==> src/rtl/conv_sequencer.sv <==
// Convolution layer sequencer: runs the external iterator once per output feature map.
// Latency: start accepted -> CLEAR next cycle; the done pulse comes one cycle after the last NEXT.
// Backpressure: out_ready=0 in RUN freezes the iterator and blocks writes with no state change.
// Optional feature macro: CONV_SEQUENCER_PERF_EN adds the cycle_count busy-cycle counter port.
module conv_sequencer #(
  parameter int MAP_W = 8,
  parameter int CNT_W = 32
) (
  input  logic             clk,
  input  logic             reset,
  input  logic             start,
  input  logic             abort,
  input  logic [MAP_W-1:0] num_maps,
  input  logic             out_ready,
  input  logic             iter_save,
  input  logic             iter_finish,
  output logic             iter_en,
  output logic             iter_reset,
  output logic [MAP_W-1:0] map_idx,
  output logic             wr_en,
  output logic             busy,
  output logic             done
`ifdef CONV_SEQUENCER_PERF_EN
  ,
  output logic [CNT_W-1:0] cycle_count
`endif
);

  typedef enum logic [2:0] {
    S_IDLE,
    S_CLEAR,
    S_RUN,
    S_NEXT,
    S_DONE
  } state_t;

  localparam logic [MAP_W-1:0] ONE = MAP_W'(1);

  state_t           state;
  state_t           state_nxt;
  logic [MAP_W-1:0] lat_maps;
  logic             accept;
  logic             kill;
  logic             last_map;

  // A start is only honoured in IDLE; abort only matters once a layer is under way.
  assign accept   = (state == S_IDLE) && start;
  assign kill     = abort && (state != S_IDLE);
  assign last_map = (map_idx == lat_maps - ONE);

  // Next-state and Moore outputs, with abort and then reset overriding everything.
  always_comb begin
    state_nxt  = state;
    iter_en    = 1'b0;
    iter_reset = 1'b0;
    busy       = 1'b0;
    done       = 1'b0;
    unique case (state)
      S_IDLE: begin
        if (start) begin
          state_nxt = (num_maps == '0) ? S_DONE : S_CLEAR;
        end
      end
      S_CLEAR: begin
        busy       = 1'b1;
        iter_reset = 1'b1;
        state_nxt  = S_RUN;
      end
      S_RUN: begin
        busy    = 1'b1;
        iter_en = out_ready;
        if (iter_finish) begin
          state_nxt = S_NEXT;
        end
      end
      S_NEXT: begin
        busy      = 1'b1;
        state_nxt = last_map ? S_DONE : S_CLEAR;
      end
      S_DONE: begin
        busy      = 1'b1;
        done      = 1'b1;
        state_nxt = S_IDLE;
      end
      default: begin
        state_nxt = S_IDLE;
      end
    endcase
    // Abort drops the layer: clear the iterator, no write, no completion pulse.
    if (kill) begin
      state_nxt  = S_IDLE;
      iter_reset = 1'b1;
      iter_en    = 1'b0;
      done       = 1'b0;
    end
    // Reset holds the iterator cleared and reports the block as idle.
    if (reset) begin
      state_nxt  = S_IDLE;
      iter_reset = 1'b1;
      iter_en    = 1'b0;
      busy       = 1'b0;
      done       = 1'b0;
    end
  end

  // Writes only happen when the iterator is actually stepping.
  assign wr_en = iter_save && iter_en;

  // State, latched map count and map index; index holds across DONE/IDLE until the next start.
  always_ff @(posedge clk) begin
    if (reset) begin
      state    <= S_IDLE;
      lat_maps <= '0;
      map_idx  <= '0;
    end else begin
      state <= state_nxt;
      if (accept) begin
        lat_maps <= num_maps;
        map_idx  <= '0;
      end else if ((state == S_NEXT) && !kill && !last_map) begin
        map_idx <= map_idx + ONE;
      end
    end
  end

`ifdef CONV_SEQUENCER_PERF_EN
  // Busy-cycle counter: restarts on each accepted start, saturates rather than wrapping.
  always_ff @(posedge clk) begin
    if (reset) begin
      cycle_count <= '0;
    end else if (accept) begin
      cycle_count <= '0;
    end else if (busy && (cycle_count != '1)) begin
      cycle_count <= cycle_count + CNT_W'(1);
    end
  end
`endif

endmodule

==> config.mk <==
export PLATFORM = sky130hd
export DESIGN_NAME = conv_sequencer
export DESIGN_NICKNAME = d
export VERILOG_FILES = /design/src/rtl/conv_sequencer.sv
export SDC_FILE = /design/constraint.sdc
export NUM_CORES = 1
export LEC_CHECK = 0
export ABC_AREA = 1
export CORE_ASPECT_RATIO = 1.4
export CORE_UTILIZATION = 44
export DETAILED_ROUTE_END_ITERATION = 8
export PLACE_DENSITY = 0.72
export SLEW_MARGIN = 15
export SYNTH_ARGS = -nofsm -noshare
export SYNTH_HDL_FRONTEND = slang
export SYNTH_SLANG_ARGS = --single-unit
==> constraint.sdc <==
create_clock -name clk -period 1.8 [get_ports clk]
set_clock_uncertainty 0.15 [all_clocks]
set_input_delay 0.36 -clock clk [delete_from_list [all_inputs] [get_ports clk]]
set_output_delay 0.36 -clock clk [all_outputs]
set_load 0.01 [all_outputs]
==> results of run 1 <==
## worst register-to-register path: cells and delay by family (launching register included)
kind	cells	cell delay, ps
simple gates	9	790
flops	1	350
fa+ha+maj	1	270
buf+inv	3	250
compound gates	1	60
## through the flow
stage               TNS, ps  worst slack, ps  total power (W)  area [sq um]
finish                -2070             -201          0.00135          2030
global route          -3390             -294          0.00144          2030
CTS                   -1240             -175          0.00130          1870
detailed placement    -3880             -552         0.000987          1660
global placement      -3100             -501         0.000967          1660
floorplan                 0             34.6         0.000789          1220
## final timing paths
kind | start | to | slack (ps) | depth (start not counted)
setup / recovery | lat_maps[1]$_SDFFE_PP0P_ | map_idx[5]$_SDFFE_PP0P_ | -200 | 14
setup reg to reg | lat_maps[1]$_SDFFE_PP0P_ | map_idx[5]$_SDFFE_PP0P_ | -200 | 14
hold / removal | map_idx[7]$_SDFFE_PP0P_ | map_idx[7]$_SDFFE_PP0P_ | 350 | 2
hold reg to reg | map_idx[7]$_SDFFE_PP0P_ | map_idx[7]$_SDFFE_PP0P_ | 350 | 2
## kinds of logic (layout without fill, tap and decap cells)
family | after synthesis | in the layout | synth area share
AO/OA/AOI/OAI | 30 | 30 | 0.126
XOR/XNOR | 8 | 8 | 0.0577
adder cells (fa/ha/maj) | 2 | 2 | 0.0206
buffers and inverters | 27 | 82 | 0.0834
flip-flops | 19 | 19 | 0.313
AND/OR/NAND/NOR | 105 | 105 | 0.400
## power by group through the flow
stage / combinational (W) / sequential, W / clock, W
5_1_grt: 0.000692 / 0.000493 / 0.000254
2_1_floorplan: 0.000298 / 0.000492 / 0
6_report: 0.000633 / 0.000488 / 0.000230
3_3_place_gp: 0.000474 / 0.000493 / 0
3_5_place_dp: 0.000492 / 0.000495 / 0
4_1_cts: 0.000584 / 0.000492 / 0.000228
## sequential cells by signal, indices dropped and copies added, names as in the netlist
name and flops:
map_idx 8, lat_maps 8, state 3
## cells in the mapped netlist (4+ instances only)
| cell | instances |
|---|---|
| xor2_1 | 8 |
| nand3_1 | 24 |
| nand2_1 | 49 |
| nor2_1 | 14 |
| a21oi_1 | 18 |
| o21ai_0 | 9 |
| nor3_1 | 4 |
| inv_1 | 20 |
| nor2_2 | 4 |
| dfxtp_1 | 19 |
| inv_2 | 4 |
## what timing repair did
item / in CTS / in global routing
setup endpoints to repair: 21 / 23
resized for setup: 65 / 36
pin swaps: 14 / 14
buffers inserted: 6 / 3
## final cells by class
cell class / count / area share
clock buffer: 4 / 0.0130
inverter: 25 / 0.0463
multi-input combinational: 145 / 0.478
sequential: 19 / 0.201
tap: 36 / 0.0222
timing repair buffer: 53 / 0.240
## cells in the final DEF (no fill, tap or decap), types with 2 or more instances in the layout
| cell type | Yosys | routed |
|---|---|---|
| dfxtp_2 | 0 | 9 |
| nor2_4 | 1 | 3 |
| a21oi_2 | 0 | 10 |
| nand3_4 | 0 | 6 |
| inv_1 | 20 | 16 |
| buf_4 | 0 | 20 |
| buf_2 | 0 | 4 |
| nand2_2 | 2 | 12 |
| a21oi_1 | 18 | 8 |
| buf_6 | 0 | 6 |
| nand2_4 | 2 | 3 |
| nand3_1 | 24 | 15 |
| dlymetal6s2s_1 | 0 | 3 |
| dfxtp_1 | 19 | 6 |
| nor2_2 | 4 | 4 |
| o21ai_0 | 9 | 9 |
| nand3_2 | 0 | 3 |
| nor3_4 | 0 | 2 |
| clkbuf_4 | 0 | 3 |
| nor2_1 | 14 | 12 |
| dfxtp_4 | 0 | 4 |
| nand2_1 | 49 | 37 |
| inv_2 | 4 | 8 |
| clkdlybuf4s50_1 | 0 | 19 |
| nor3_1 | 4 | 2 |
| xor2_1 | 8 | 8 |
## per-layer routing
| layer | global-route usage | wire length (um) |
|---|---|---|
| met3 | 0.0367 | 126 |
| met5 | 0 | 0 |
| met4 | 0.114 | 64 |
| met1 | 0.297 | 1490 |
| met2 | 0.481 | 2030 |
==> impl_results.md, run 1 <==
* Synthesized area at 1210 sq um
* Filler cell count at 192
* Initial antenna violation count at 0
* Post-synth top flop: dfxtp_1
* FF+latch count, synth at 19
* CP arrival at 2030 ps
* Via-to-Cell Ratio at 5.15
* Slew @ Worst Pin at 493 ps
* DP HPWL at 2.45 mm
* Final period util at 1.11
* Area grow syn2layout at 66.7%
* Hold Buf Count CTS at 0
* P_sw at 0.000513 W
* Slew Limit Fails at 0
* Worst hold slack at 348 ps
* Buf+Inv Stages, Crit Path at 3
* Post-route minimum period at 2000 ps
* Number of nets still failing antenna checks after routing at 0
* Drt drc at 0
* Kind of end point of the critical path: register
* Sw frac at 0.380
* Worst slew margin at 0.670
* CTS buffer count at 3
* Maximum clock insertion buffer count at 2
* Core ar. at 2620 sq um
* Gr usage total at 0.270
* CTS tree: built
* CP startpoint kind: register
* Die Span Y at 64.2 um
* Worst setup margin at -201 ps
* Most Frequent Cell on Critical Path: nand2_1
* First-pass GRT wire length at 6.04 mm
* Max FO, Critical Path at 8
* # setup viols final at 16
* Sink Count at 19
* Non-Filler Instances at 282
* Multi-input gate area in the final layout at 968 sq um
* Sequential Area at 407 sq um
* Layout Nets at 264
* Average size of a mapped cell at 6.36 sq um
* Status: finished, violations left
* Asr flop ratio synth at 0
* Slowest stage delay, CP at 350 ps
* Vias at 1452
* Fin util at 0.775
* Worst Path Required at 1830 ps
* Synth area leader: dfxtp_1
* Max Cap Viol at 0
* Root Driver: clkbuf_4
* P_int at 0.000837 W
* FMAX at 0.500 GHz
* Rows at 22
* Top post-synthesis cells by area: dfxtp_1, nand2_1, nand3_1
* Cell count after synthesis at 191
* N_diodes at 0
* HP Class: register to register
* Clk_lat worst skew at 300 ps
* Yosys Warn Count at 0
* Syn nets at 208
* DR WL/cell at 13.2 um
* Placed insts at 270
* First drt pass iteration count at 4
* Maximum vdd drop at 0.439 mV
* Remaining global-route overflow at 0
* Routability cong. at 0.885
* Unrepaired setup endpoints after global routing: yes
* Final WL at 3.71 mm
* Starting density of the core at 0.465
* Post-synth top area share at 0.313
* Critical path's slowest cell: dfxtp_2
* Failing checks: negative setup slack
* Reg clk slew, reported paths at 120 ps
* Power Dens Cells at 667 nW/um^2
* Crit Path Class: register to register
* Sequential cell area fraction in the yosys report at 0.313
* Die Wd at 46.4 um
* H-tree lvl count at 1
* Flop pwr share at 0.361
* Comb power frac at 0.469
* Top delay family on crit path: simple AND/OR/NAND/NOR gates
* Final hold viol count at 0
* DRT iter0 DRCs at 40
* Largest net degree at the start of global routing at 17
* IO Count at 28
* PortBufs at 27
* CP cell instances: inv_2 > ha_4 > inv_2 > nand2_1 > nand2_1 > nor2_1 > nand2_1 > nor2_1 > nand2_1 > nor2_4 > nand2_4 > buf_12 > nand3_2 > a21oi_2
* Die Area at 2980 sq um
* Share of layout cells above drive strength 1 at 0.419
* Clock network power share at 0.170
* EDFF count, synth at 0
* Synth unique cells at 24
* Vias in the first global route at 1496
* LEAKAGE at 0.850 nW
No activity file was read; power rests on OpenSTA's default activity.
==> run 2, diff against run 1 <==
--- a/config.mk
+++ b/config.mk
@@ -5,11 +5,11 @@
 export SDC_FILE = /design/constraint.sdc
 export NUM_CORES = 1
 export LEC_CHECK = 0
-export ABC_AREA = 1
 export CORE_ASPECT_RATIO = 1.4
-export CORE_UTILIZATION = 44
+export CORE_UTILIZATION = 49
 export DETAILED_ROUTE_END_ITERATION = 8
-export PLACE_DENSITY = 0.72
+export GPL_TIMING_DRIVEN = 0
+export PLACE_DENSITY = 0.77
 export SLEW_MARGIN = 15
 export SYNTH_ARGS = -nofsm -noshare
 export SYNTH_HDL_FRONTEND = slang
==> constraint.sdc (replaced) <==
create_clock -name clk -period 2.3 [get_ports clk]
set_clock_uncertainty 0.15 [all_clocks]
set_input_delay 0.46 -clock clk [delete_from_list [all_inputs] [get_ports clk]]
set_output_delay 0.46 -clock clk [all_outputs]
set_load 0.01 [all_outputs]
==> run 2 against run 1 <==
The run now ends clean. Worst hold slack got worse by 22 ps. First-iteration DRC count shrank 53%. Sequential power shrank 27%. Utilization is 8.4 points lower. Critical endpoint is now map_idx[2]$_SDFFE_PP0P_. Highest routed layer unchanged.
==> impl_results.md, run 2 <==
* First-pass GRT wire length at 4.86 mm (-20%)
* Slew @ Worst Pin at 564 ps (+70.4 ps)
* Setup Fix Bufs, Post-CTS at 0 (-6)
* Synth area leader: dfxtp_1
* Buf+Inv Stages, Crit Path at 2 (-1)
* Die Wd at 43.9 um (-5.4%)
* Critical path's slowest cell: dfxtp_1
* Met2 Use GR at 0.420 (-0.0609)
* Synth cell count leaders: nand2_1, dfxtp_1, a21oi_1
* Commonest non-fill, non-tap cell in the layout: nand2_1
* Via-to-Cell Ratio at 5.86 (+14%)
* Final hold viol count at 0 (unchanged)
* # setup viols final at 0 (-16)
* Final period util at 0.967 (-0.145)
* Slew Limit Fails at 0 (unchanged)
* Commonest cells after routing, fill and taps aside: nand2_1, clkdlybuf4s50_1, dfxtp_1
* Cell with the most instances after synthesis: nand2_1
* Vias in the first global route at 1145 (-23%)
* PortBufs at 27 (unchanged)
* EDFF count, synth at 0 (unchanged)
* Syn nets at 173 (-17%)
* First drt pass iteration count at 6 (+2)
* Drt drc at 0 (unchanged)
* Share of layout cells above drive strength 1 at 0.130 (-0.289)
* IO Count at 28 (unchanged)
* Maximum clock insertion buffer count at 2 (unchanged)
* CTS tree: built
* Kind of end point of the critical path: register
* Fin util at 0.691 (-0.0835)
* Final WL at 2.89 mm (-22%)
* DRT iter0 DRCs at 19 (-53%)
* CTS buffer count at 3 (unchanged)
* Starting density of the core at 0.535 (+0.0704)
* FF+latch count, synth at 19 (unchanged)
* Average size of a mapped cell at 7.72 sq um (+21%)
* Worst Path Required at 2340 ps (+510 ps)
* DR WL/cell at 13.9 um (+5.9%)
* Area grow syn2layout at 29.2%
* Top delay family on crit path: simple AND/OR/NAND/NOR gates
* Max Cap Viol at 0 (unchanged)
* N_diodes at 0 (unchanged)
* Regs by FF count: lat_maps (8), map_idx (8), state (3)
* Layout Nets at 203 (-23%)
* LEAKAGE at 0.583 nW (-31%)
* Sequential cell area fraction in the yosys report at 0.316 (+0.00260)
* Crit Path Class: register to register
* Flop pwr share at 0.494 (+0.133)
* Synthesized area at 1200 sq um (-0.82%)
* Routability cong. at 0.857 (-3.2%)
* Clk_lat worst skew at 300 ps (about the same)
* Gr usage total at 0.244 (-0.0259)
* DP HPWL at 2.22 mm (-9.5%)
* M1 GR Usage at 0.290 (-0.00697)
* Number of nets still failing antenna checks after routing at 0 (unchanged)
* Core ar. at 2250 sq um (-14%)
* Root Driver: clkbuf_4
* P_sw at 0.000216 W (-58%)
* Placed insts at 205 (-24%)
* FMAX at 0.450 GHz (-10%)
* Filler cell count at 216 (+13%)
* Slowest stage delay, CP at 360 ps (about the same)
* Largest net degree at the start of global routing at 11 (-6)
* Post-route minimum period at 2220 ps (+222 ps)
* Initial antenna violation count at 0 (unchanged)
* CP arrival at 2270 ps (+240 ps)
* Sink Count at 19 (unchanged)
* Yosys Warn Count at 0 (unchanged)
* Post-synth top flop: dfxtp_1
* Post-synth top area share at 0.316 (+0.00260)
* Non-Filler Instances at 207 (-27%)
* Cell count after synthesis at 156 (-18%)
* Synth unique cells at 40 (+67%)
* Top post-synthesis cells by area: dfxtp_1, nand2_1, a21oi_1
* Maximum vdd drop at 0.453 mV (+3.0%)
* Max FO, Critical Path at 9 (+1)
* Reg clk slew, reported paths at 110 ps (about the same)
* Remaining global-route overflow at 0 (unchanged)
* Vias at 1213 (-16%)
* Total power at 0.000720 W (-47%)
* HP Class: register to register
* H-tree lvl count at 1 (unchanged)
* Die Area at 2660 sq um (-11%)
* Clock network power share at 0.242 (+0.072)
* Die Span Y at 60.7 um (-5.5%)
* P_int at 0.000504 W (-40%)
* CP startpoint kind: register
* Gr busiest metal: met2
* Power Dens Cells at 463 nW/um^2 (-31%)
* Status: complete, no violations
* Asr flop ratio synth at 0 (unchanged)
* Global-route track usage on met3 at 0.0238 (-0.0129)
* CP cell instances: inv_1 > ha_2 > or3b_1 > a211oi_1 > and4_1 > clkbuf_4 > a21oi_1 > mux2i_1
* Comb power frac at 0.263 (-0.206)
* Sw frac at 0.300 (-0.0798)
* Rows at 20 (-9.1%)
* Worst slew margin at 0.623 (-0.0475)
run 2: what timing repair did:
item | 4_1_cts | 5_1_grt
endpoints found under the setup margin | 5 | 13
pin swaps | 0 | 1
hold buffers | 0 | 0
gates resized for setup | 20 | 7
run 2: worst paths after layout:
| kind | start | endpoint | slack, ps | cells past startpoint |
|---|---|---|---|---|
| worst min register to register | lat_maps[7]$_SDFFE_PP0P_ | lat_maps[7]$_SDFFE_PP0P_ | 330 | 2 |
| worst max-delay path | lat_maps[0]$_SDFFE_PP0P_ | map_idx[2]$_SDFFE_PP0P_ | 80 | 8 |
| worst min-delay path | lat_maps[7]$_SDFFE_PP0P_ | lat_maps[7]$_SDFFE_PP0P_ | 330 | 2 |
| worst max register to register | lat_maps[0]$_SDFFE_PP0P_ | map_idx[2]$_SDFFE_PP0P_ | 80 | 8 |
run 2: kinds of logic (layout without fill, tap and decap cells):
group | count (synthesis) | after routing | synth area share
buf+inv | 13 | 42 | 0.0488
xor+xnor | 10 | 10 | 0.0727
compound gates | 28 | 28 | 0.145
mux | 8 | 8 | 0.0665
flops | 19 | 19 | 0.316
fa+ha+maj | 2 | 2 | 0.0208
simple gates | 76 | 76 | 0.330
run 2: per-stage QoR:
stage	TNS (ps)	setup WS, ps	hold WS [ps]	area (sq um)
after global routing	-10.7	-10.7	364	1560
after global placement	-3100	-774	309	1500
after floorplan	0	338	299	1200
final	0	77.0	326	1560
after CTS	0	1.59	332	1540
after detailed placement	-3120	-766	318	1500
run 2: worst min-delay path, delay by kind of cell (launching register included):
kind	cells	cell delay, ps
flops	1	340
simple gates	1	50
compound gates	1	50
run 2: area by class of cell:
type / instances / area, sq um / area share
flip-flops and latches: 19 / 382 / 0.245
inverters: 3 / 11.3 / 0.00723
clock buffers: 4 / 26.3 / 0.0169
well taps: 22 / 27.5 / 0.0177
multi-input cells: 124 / 779 / 0.501
repair buffers: 27 / 265 / 0.170
plain buffers: 8 / 65.1 / 0.0418
run 2: power groups by stage:
stage	sequential [W]	clock, W	combinational (W)
after floorplan	0.000359	0	0.000127
after global placement	0.000361	0	0.000182
after detailed placement	0.000362	0	0.000187
after CTS	0.000356	0.000179	0.000188
after global routing	0.000358	0.000184	0.000210
final	0.000356	0.000175	0.000190
run 2: per-layer routing:
metal / part of all wire / up-vias
li1: - / 606
met1: 0.42 / 566
met2: 0.53 / 32
met3: 0.028 / 9
met4: 0.024 / 0
met5: 0 / -
